**config.mk**
```make
export PLATFORM = sky130hd
export DESIGN_NAME = mem_read_arbiter
export DESIGN_NICKNAME = d
export VERILOG_FILES = /design/src/rtl/mem_read_arbiter_pkg.sv /design/src/rtl/mem_read_arbiter_rr_pick.sv /design/src/rtl/mem_read_arbiter.sv
export SDC_FILE = /design/constraint.sdc
export NUM_CORES = 1
export LEC_CHECK = 0
export CAP_MARGIN = 20
export CORE_ASPECT_RATIO = 1.1
export CORE_UTILIZATION = 39
export CTS_BUF_LIST = sky130_fd_sc_hd__clkbuf_16
export CTS_CLUSTER_SIZE = 40
export DETAILED_ROUTE_END_ITERATION = 7
export PLACE_DENSITY = 0.84
export SYNTH_ARGS = -nofsm -noshare
export SYNTH_HDL_FRONTEND = slang
export SYNTH_SLANG_ARGS = --single-unit
```
**constraint.sdc**
```tcl
create_clock -name clk -period 4 [get_ports clk]
set_input_delay 0.8 -clock clk [delete_from_list [all_inputs] [get_ports clk]]
set_output_delay 0.8 -clock clk [all_outputs]
set_load 0.01 [all_outputs]
```
**src/rtl/mem_read_arbiter_pkg.sv**
```systemverilog
// mem_read_arbiter_pkg: shared widths, free-path FSM states and read tag type for the egress read arbiter.
package mem_read_arbiter_pkg;
  localparam int ADDR_W = 10;
  localparam int BLOCK_BITS = 32;
  function automatic int port_w(input int n);
    return (n > 2) ? $clog2(n) : 1;
  endfunction
  localparam int PORT_W = port_w(4);
  typedef enum logic {FL_IDLE, FL_REQ} fl_state_t;
  typedef struct packed {
    logic valid;
    logic [PORT_W-1:0] port;
  } rd_tag_t;
endpackage

```
**src/rtl/mem_read_arbiter_rr_pick.sv**
```systemverilog
// rr_pick: combinational round-robin selector, first request at or after ptr, wrapping modulo N.
module rr_pick #(
  parameter int N = 4,
  parameter int W = 2
) (
  input  logic [N-1:0] req,
  input  logic [W-1:0] ptr,
  output logic [N-1:0] gnt,
  output logic [W-1:0] idx,
  output logic         any
);
  always_comb begin
    int c;
    c = 0;
    gnt = '0;
    idx = '0;
    any = 1'b0;
    for (int i = 0; i < N; i++) begin
      c = int'(ptr) + i;
      if (c >= N) c = c - N;
      if (!any && req[c]) begin
        any = 1'b1;
        gnt[c] = 1'b1;
        idx = W'(c);
      end
    end
  end
endmodule

```
**src/rtl/mem_read_arbiter.sv**
```systemverilog
// mem_read_arbiter: round-robin arbitration of TX read controllers onto the packet-memory read port
// with tagged data return, plus round-robin arbitration of block frees onto the free-list interface.
module mem_read_arbiter
  import mem_read_arbiter_pkg::*;
#(
  parameter int NUM_PORTS  = 4,
  parameter int MEM_RD_LAT = 2
) (
  input  logic                                clk,
  input  logic                                rst_n,
  input  logic [NUM_PORTS-1:0]                rd_req_i,
  input  logic [NUM_PORTS-1:0][ADDR_W-1:0]    rd_addr_i,
  output logic [NUM_PORTS-1:0]                rd_gnt_o,
  output logic [NUM_PORTS-1:0]                rd_rvalid_o,
  output logic [BLOCK_BITS-1:0]               rd_rdata_o,
  output logic                                mem_re_o,
  output logic [ADDR_W-1:0]                   mem_raddr_o,
  input  logic [BLOCK_BITS-1:0]               mem_rdata_i,
  input  logic [NUM_PORTS-1:0]                fl_free_req_i,
  input  logic [NUM_PORTS-1:0][ADDR_W-1:0]    fl_free_idx_i,
  output logic [NUM_PORTS-1:0]                fl_free_ack_o,
  output logic                                fl_free_req_o,
  output logic [ADDR_W-1:0]                   fl_free_idx_o,
  input  logic                                fl_free_gnt_i
);
  localparam int PW = port_w(NUM_PORTS);
  typedef struct packed {
    logic valid;
    logic [PW-1:0] port;
  } tag_t;
  logic [PW-1:0] rd_ptr, rd_win, fl_ptr, fl_win;
  logic rd_any, fl_any, fl_take;
  fl_state_t state;
  tag_t tag [MEM_RD_LAT+1];
  function automatic logic [PW-1:0] nxt(input logic [PW-1:0] w);
    return (int'(w) == NUM_PORTS - 1) ? '0 : w + 1'b1;
  endfunction
  // Requests are masked during reset so grants and acks drop immediately with rst_n.
  assign fl_take = (state == FL_IDLE) || fl_free_gnt_i;
  rr_pick #(.N(NUM_PORTS), .W(PW)) u_rd_pick (
    .req(rd_req_i & {NUM_PORTS{rst_n}}),
    .ptr(rd_ptr),
    .gnt(rd_gnt_o),
    .idx(rd_win),
    .any(rd_any)
  );
  rr_pick #(.N(NUM_PORTS), .W(PW)) u_fl_pick (
    .req(fl_free_req_i & {NUM_PORTS{rst_n & fl_take}}),
    .ptr(fl_ptr),
    .gnt(fl_free_ack_o),
    .idx(fl_win),
    .any(fl_any)
  );
  assign rd_rdata_o = mem_rdata_i;
  assign fl_free_req_o = (state == FL_REQ);
  always_comb begin
    rd_rvalid_o = '0;
    if (tag[MEM_RD_LAT].valid) rd_rvalid_o[tag[MEM_RD_LAT].port] = 1'b1;
  end
  always_ff @(posedge clk or negedge rst_n) begin
    if (!rst_n) begin
      mem_re_o <= 1'b0;
      mem_raddr_o <= '0;
      rd_ptr <= '0;
      for (int k = 0; k <= MEM_RD_LAT; k++) tag[k] <= '0;
    end else begin
      mem_re_o <= rd_any;
      if (rd_any) begin
        mem_raddr_o <= rd_addr_i[rd_win];
        rd_ptr <= nxt(rd_win);
      end
      tag[0] <= '{valid: rd_any, port: rd_win};
      for (int k = 1; k <= MEM_RD_LAT; k++) tag[k] <= tag[k-1];
    end
  end
  always_ff @(posedge clk or negedge rst_n) begin
    if (!rst_n) begin
      state <= FL_IDLE;
      fl_ptr <= '0;
      fl_free_idx_o <= '0;
    end else if (fl_any) begin
      state <= FL_REQ;
      fl_ptr <= nxt(fl_win);
      fl_free_idx_o <= fl_free_idx_i[fl_win];
    end else if (state == FL_REQ && fl_free_gnt_i) begin
      state <= FL_IDLE;
    end
  end
endmodule

```
## Yosys cells after proc, flatten, opt, wreduce, memory -nomap -nowiden

Cells that the tools add are included.

- $add $sub $neg: 16
- Magnitude comparators: 28
- Bitwise logic cells: 10
- Reductions and logical operators: 24
- Mux-type cells: 83
- Eq/ne operators: 2

Operators by type and width:

| operator | number |
|---|---|
| 32-bit by 1-bit greater-or-equal comparator with 1-bit output (second input constant) | 8 |
| 32-bit by 4-bit less-than comparator with 1-bit output (second input constant) | 8 |
| 32-bit 2-to-1 mux | 8 |
| 32-bit by 4-bit greater-or-equal comparator with 1-bit output (second input constant) | 6 |
| 32-bit by 4-bit subtractor with 32-bit output (second input constant) | 6 |
| 10-bit binary-select mux with 2-bit select | 2 |
| 4-bit 2-to-1 mux | 9 |
| 1-bit 2-to-1 mux | 35 |
| 4-bit bitwise OR | 6 |
| 10-bit 2-to-1 mux | 2 |
| 2-bit 2-to-1 mux | 10 |
| 1-bit demux with 2-bit select | 9 |
| 1-bit binary-select mux with 2-bit select | 8 |
| 1-bit logical AND | 16 |
| 2-bit by 2-bit adder with 3-bit output (second input constant) | 4 |
| 2-bit by 3-bit less-than comparator with 1-bit output (second input constant) | 3 |
| 4-bit bitwise AND | 2 |
| 2-bit by 3-bit subtractor with 4-bit output (second input constant) | 2 |
| 2-bit by 1-bit adder with 3-bit output (second input constant) | 2 |
| 2-bit by 3-bit greater-or-equal comparator with 1-bit output (second input constant) | 2 |
| 1-bit logical NOT | 6 |
| 2-bit by 1-bit adder with 2-bit output (second input constant) | 2 |
| 2-bit by 1-bit == test with 1-bit output (second input constant) | 2 |
| 2-bit by 1-bit greater-or-equal comparator with 1-bit output (second input constant) | 1 |
| other kinds (4) | 4 |

- Logic and storage cells: 174
- Output and inout port bits: 66
- Bits in registers: 34
- Input bits: 123

## Longest topological paths before layout

- Depth in word-level cells: 19
- Mapped depth: 12
- Depth with buffers taken out: 9

## Modules after synthesis

A second synthesis with hierarchy kept.

- Cell total of the unflattened synthesis: 280
- Area total of the unflattened synthesis: 3021.6 µm²

By module, submodules not included:

| module | sequential area each (µm²) | times used | area an instance (µm²) | cells each |
|---|---|---|---|---|
| mem_read_arbiter | 850.8 | 1 | 2100.8 | 184 |
| rr_pick | 0.0 | 2 | 460.4 | 48 |

## Worst setup path after synthesis

OpenSTA, ideal clock, no wires.

- Path type: register -> output
- Start point: register rd_ptr[0]
- End point: output rd_gnt_o[0]
- Data required time: 3.200 ns
- Buffers on the path: 2
- Setup slack: 0.626 ns
- Data arrival time: 2.574 ns
- Cell stages (with the launch flop): 11
- Cell sequence: dfrtp_1 > clkbuf_1 > inv_1 > ha_1 > clkbuf_1 > or3b_2 > a211oi_1 > o21bai_1 > a21oi_1 > nand2_1 > nand2_1

- Word-level cells in the longest chain between the ends: 15
- Elaborated cells on any way between the ends: 63
- Those cells by class: add/sub (7); order compare (12); mux (31); bitwise (3); reduce/logical (10)

Ends and longest elaborated chain:

| what | RTL line | text |
|---|---|---|
| start: declaration | mem_read_arbiter.sv:31 | `logic [PW-1:0] rd_ptr, rd_win, fl_ptr, fl_win;` |
| start signal: assignment | mem_read_arbiter.sv:70 | `rd_ptr <= nxt(rd_win);` |
| parallel branches: the longest is 14 deep, another holds 32-bit by 4-bit subtractor with 32-bit output | n/a |  |
| 4-bit 2-to-1 mux (*) | mem_read_arbiter_rr_pick.sv:21 | `if (!any && req[c]) begin` |
| end: declaration | mem_read_arbiter.sv:13 | `output logic [NUM_PORTS-1:0] rd_gnt_o,` |

Mark *: on every way between the ends. The select of a mux whose other input is x is not followed.

## Worst setup path after layout

- Start point: input rd_req_i[2]
- End point: output rd_gnt_o[1]

- Word-level cells in the longest chain between the ends: 14
- Elaborated cells on any way between the ends: 29
- Those cells by class: mux (19); bitwise (4); reduce/logical (6)

Ends and longest elaborated chain:

| what | RTL line | text |
|---|---|---|
| start: declaration | mem_read_arbiter.sv:11 | `input logic [NUM_PORTS-1:0] rd_req_i,` |
| 4-bit bitwise AND (*) | mem_read_arbiter.sv:41 | `.req(rd_req_i & {NUM_PORTS{rst_n}}),` |
| 1-bit binary-select mux with 2-bit select | mem_read_arbiter_rr_pick.sv:21 |  |
| 1-bit 2-to-1 mux (not written as such) (2 in series) | mem_read_arbiter_rr_pick.sv:21 |  |
| 1-bit 2-to-1 mux | mem_read_arbiter_rr_pick.sv:21 |  |
| 1-bit logical NOT | mem_read_arbiter_rr_pick.sv:21 |  |
| 1-bit logical AND | mem_read_arbiter_rr_pick.sv:21 |  |
| 1-bit 2-to-1 mux | mem_read_arbiter_rr_pick.sv:21 |  |
| 1-bit logical NOT | mem_read_arbiter_rr_pick.sv:21 |  |
| 1-bit logical AND | mem_read_arbiter_rr_pick.sv:21 |  |
| 1-bit 2-to-1 mux | mem_read_arbiter_rr_pick.sv:21 |  |
| 1-bit logical NOT | mem_read_arbiter_rr_pick.sv:21 |  |
| 1-bit logical AND | mem_read_arbiter_rr_pick.sv:21 |  |
| 4-bit 2-to-1 mux (*) | mem_read_arbiter_rr_pick.sv:21 |  |

Mark *: on every way between the ends. The rest lies on a longest branch, timed or not. The select of a mux whose other input is x is not followed.

==> metrics.txt <==
top cell family by delay on the critical path buffers and inverters; final period utilization 0.9593; DP HPWL 7307 um; post-synthesis xor/xnor area fraction 0.005232; CP endpoint kind primary output; number of synthesized flops with an enable pin 0; syn_nets 512; Routed Antenna Nets 0; FF-to-FF path depth 9; maximum root-to-sink buffer count 2; mux share of post-synthesis cell area 0.1824; skew final 4.640 ps; area delta synth->final 40.62%; Synth Flop Type dfrtp_1; final std cell area, no fill 4708 um2; CP Launch Type primary input; Mapped Area 3348 um2; Max Cap Viol 0; asr flop ratio synth 1.000; Fin. Hold Viols 0; # setup viols final 0; Hold Crit Start tag[5]; leak pwr 0.001896 uW; Pre-antenna DRT Iters 5; Root Buffer clkbuf_16; Worst Path Buf+Inv 3; post-synth top area cell dfrtp_1; CP max stage cell clkdlybuf4s50_1; Max VDD drop 279.8 uV; via count 3257; Hold Crit Class register to register; io pins 189; Seq/Total Area, Yosys 0.2541; slew margin rel. 0.3103; core area 8364 um2; Critical Path Start rd_req_i[2]; largest net degree at the start of global routing 46; Final min period 3837 ps; grt total ovfl 0; vias in the first global route 3261; PD cells 586.2 nW/um2; achievable frequency 0.2606 GHz; pins over their slew limit 0; synthesized area per cell 8.976 um2; CTS tree yes; Starting Density 0.4003; TNS Setup 0 ps; DRT iter0 DRCs 111; placed cell area 4518 um2; FF-to-FF End fl_free_idx_o[7]; CP max FO 9; Final Util 0.5629; # fillers 727; vias per inst 5.655; WHS 350.0 ps; Wirelength per Cell 16.21 um; post-synthesis simple-gate area fraction 0.1457; CTS buffer count 5; CP cell instances clkdlybuf4s50_1 -> buf_4 -> mux2_2 -> nor2_1 -> a21oi_1 -> and2_1 -> a222oi_1 -> nand2_1 -> clkdlybuf4s50_1; Residual DRC 0; WP data required 3200 ps; routability cong. 0.8184; Rows 35; # diodes 0; first-pass GRT wire length 15490 um; flop and latch count out of synthesis 34; post-synthesis cell count 373; WHS Path Cells 0; Nets 603; hold endpoint tag[2]; peak per-stage delay on the critical path 490 ps; clock latency on the worst-skew pair 270 ps; largest family of logic cells by synthesized area compound AO/OA/AOI/OAI gates; RSZ-0062 raised after global routing false; Die ar. 8960 um2; outcome complete, no violations; Yosys warnings 0; clock-pin slew on the worst setup and hold paths 60 ps; die width 90.35 um; adder-cell share of the synthesized area 0.05979; Reg2Reg Setup Slack 610 ps; CP Data Arrival Time 3040 ps; Reg-to-Reg Start fl_ptr[1]; initial antenna violation count 0; most frequent cell after synthesis nand2_1; Routed WL 9335 um; Final Power 2760 uW; post-synthesis compound-gate area fraction 0.2306; Port Buffers 124; H-tree levels 2; CP dominant cell by count clkdlybuf4s50_1; share of layout cells above drive strength 1 0.1570; ranking of synthesized cells by area dfrtp_1, mux2i_1, buf_4; all-layer global routing usage 0.2110; kind of critical path primary input to primary output; Die Ht 99.18 um; Post-synth top cells nand2_1, buf_4, dfrtp_1, mux2i_1, mux2_2; post-synth top area share 0.2541; Netlist cell types 50; CTS sink cnt 34; worst-margin pin slew 1032 ps
## state kept, by name (all words and copies together), names as in the netlist
signal / count
fl_ptr: 2
fl_free_req_o: 1
tag: 9
mem_raddr_o: 10
rd_ptr: 2
fl_free_idx_o: 10
## cell families (layout without fill, tap and decap cells)
logic type      Yosys count  count (layout)
fa+ha+maj                16              16
flops                    34              34
compound gates           96              96
simple gates            100             100
buf+inv                  68             160
xor+xnor                  2               2
mux                      57              57
## report_power, final
group / internal [uW] / switching (uW) / total [uW]
Sequential: 477 / 88.0 / 565
Combinational: 897 / 859 / 1760
Clock: 293 / 144 / 438
## routing by layer
layer  up-vias  wire (um)  share of wire  GRT usage
met3        23        862          0.092    0.06498
met1      1521       3544           0.38     0.2378
li1       1545          -              -          -
met4         0        226          0.024    0.08437
met2       168       4702           0.50     0.3723
met5         -          0              0          0
## how the worst max path moves through the flow
stage,endpoint,slack [ps],depth (start not counted)
2_1_floorplan,rd_gnt_o[0],630,10
3_3_place_gp,fl_free_ack_o[0],120,6
3_5_place_dp,fl_free_ack_o[0],10,6
4_1_cts,fl_free_ack_o[0],10,6
5_1_grt,rd_gnt_o[2],10,9
6_report,rd_gnt_o[1],160,9
## cell usage in the layout, fill, tap and decap left out, drive strengths merged, types with 2 or more instances in the layout
master | synthesis | layout
o311a | 10 | 10
or3 | 2 | 2
nor3b | 3 | 3
a22oi | 2 | 2
and4 | 2 | 2
xnor2 | 2 | 2
nand2 | 36 | 36
mux2 | 22 | 22
buf | 43 | 21
mux2i | 34 | 34
o221ai | 11 | 11
o22ai | 11 | 11
a21oi | 9 | 9
o32ai | 2 | 2
o21ai | 19 | 19
a221o | 4 | 4
nor2b | 4 | 4
clkinvlp | 0 | 2
dfrtp | 34 | 34
clkdlybuf4s50 | 0 | 123
nand3 | 5 | 5
clkbuf | 17 | 5
and2 | 2 | 2
or3b | 2 | 2
o32a | 2 | 2
and3 | 4 | 4
inv | 8 | 8
nand3b | 2 | 2
ha | 16 | 16
nand2b | 3 | 3
nor3 | 12 | 12
a222oi | 4 | 4
a211oi | 13 | 13
nor2 | 20 | 20
## through the flow
step,setup WS (ps),std cells
after floorplan,625.5,373
after global placement,118.4,568
after detailed placement,10.05,568
after CTS,12.27,576
after global routing,10.39,576
final,162.7,576
## worst reg2reg max path: cells and delay by family, from the launching register on
family / cells / cell delay [ps]
AO/OA/AOI/OAI: 3 / 910
adder cells (fa/ha/maj): 1 / 420
buffers and inverters: 2 / 390
flip-flops: 1 / 460
multiplexers: 2 / 840
AND/OR/NAND/NOR: 1 / 230
## cell type report
cell class	count	area, um2	share of cell area
Clock inverter	3	45.04	0.009567
Tap cell	111	138.9	0.02950
Timing Repair Buffer	144	1399	0.2971
Inverter	8	30.03	0.006378
Multi-Input combinational cell	271	2120	0.4502
Sequential cell	34	850.8	0.1807
Clock buffer	5	125.1	0.02657
## timing repair
action | 4_1_cts | 5_1_grt
setup buffers | 0 | 0
gates resized for setup | 0 | 4
setup endpoints to repair | 0 | 8
hold buffers | 0 | 0
(Power assumes the default switching activity.)
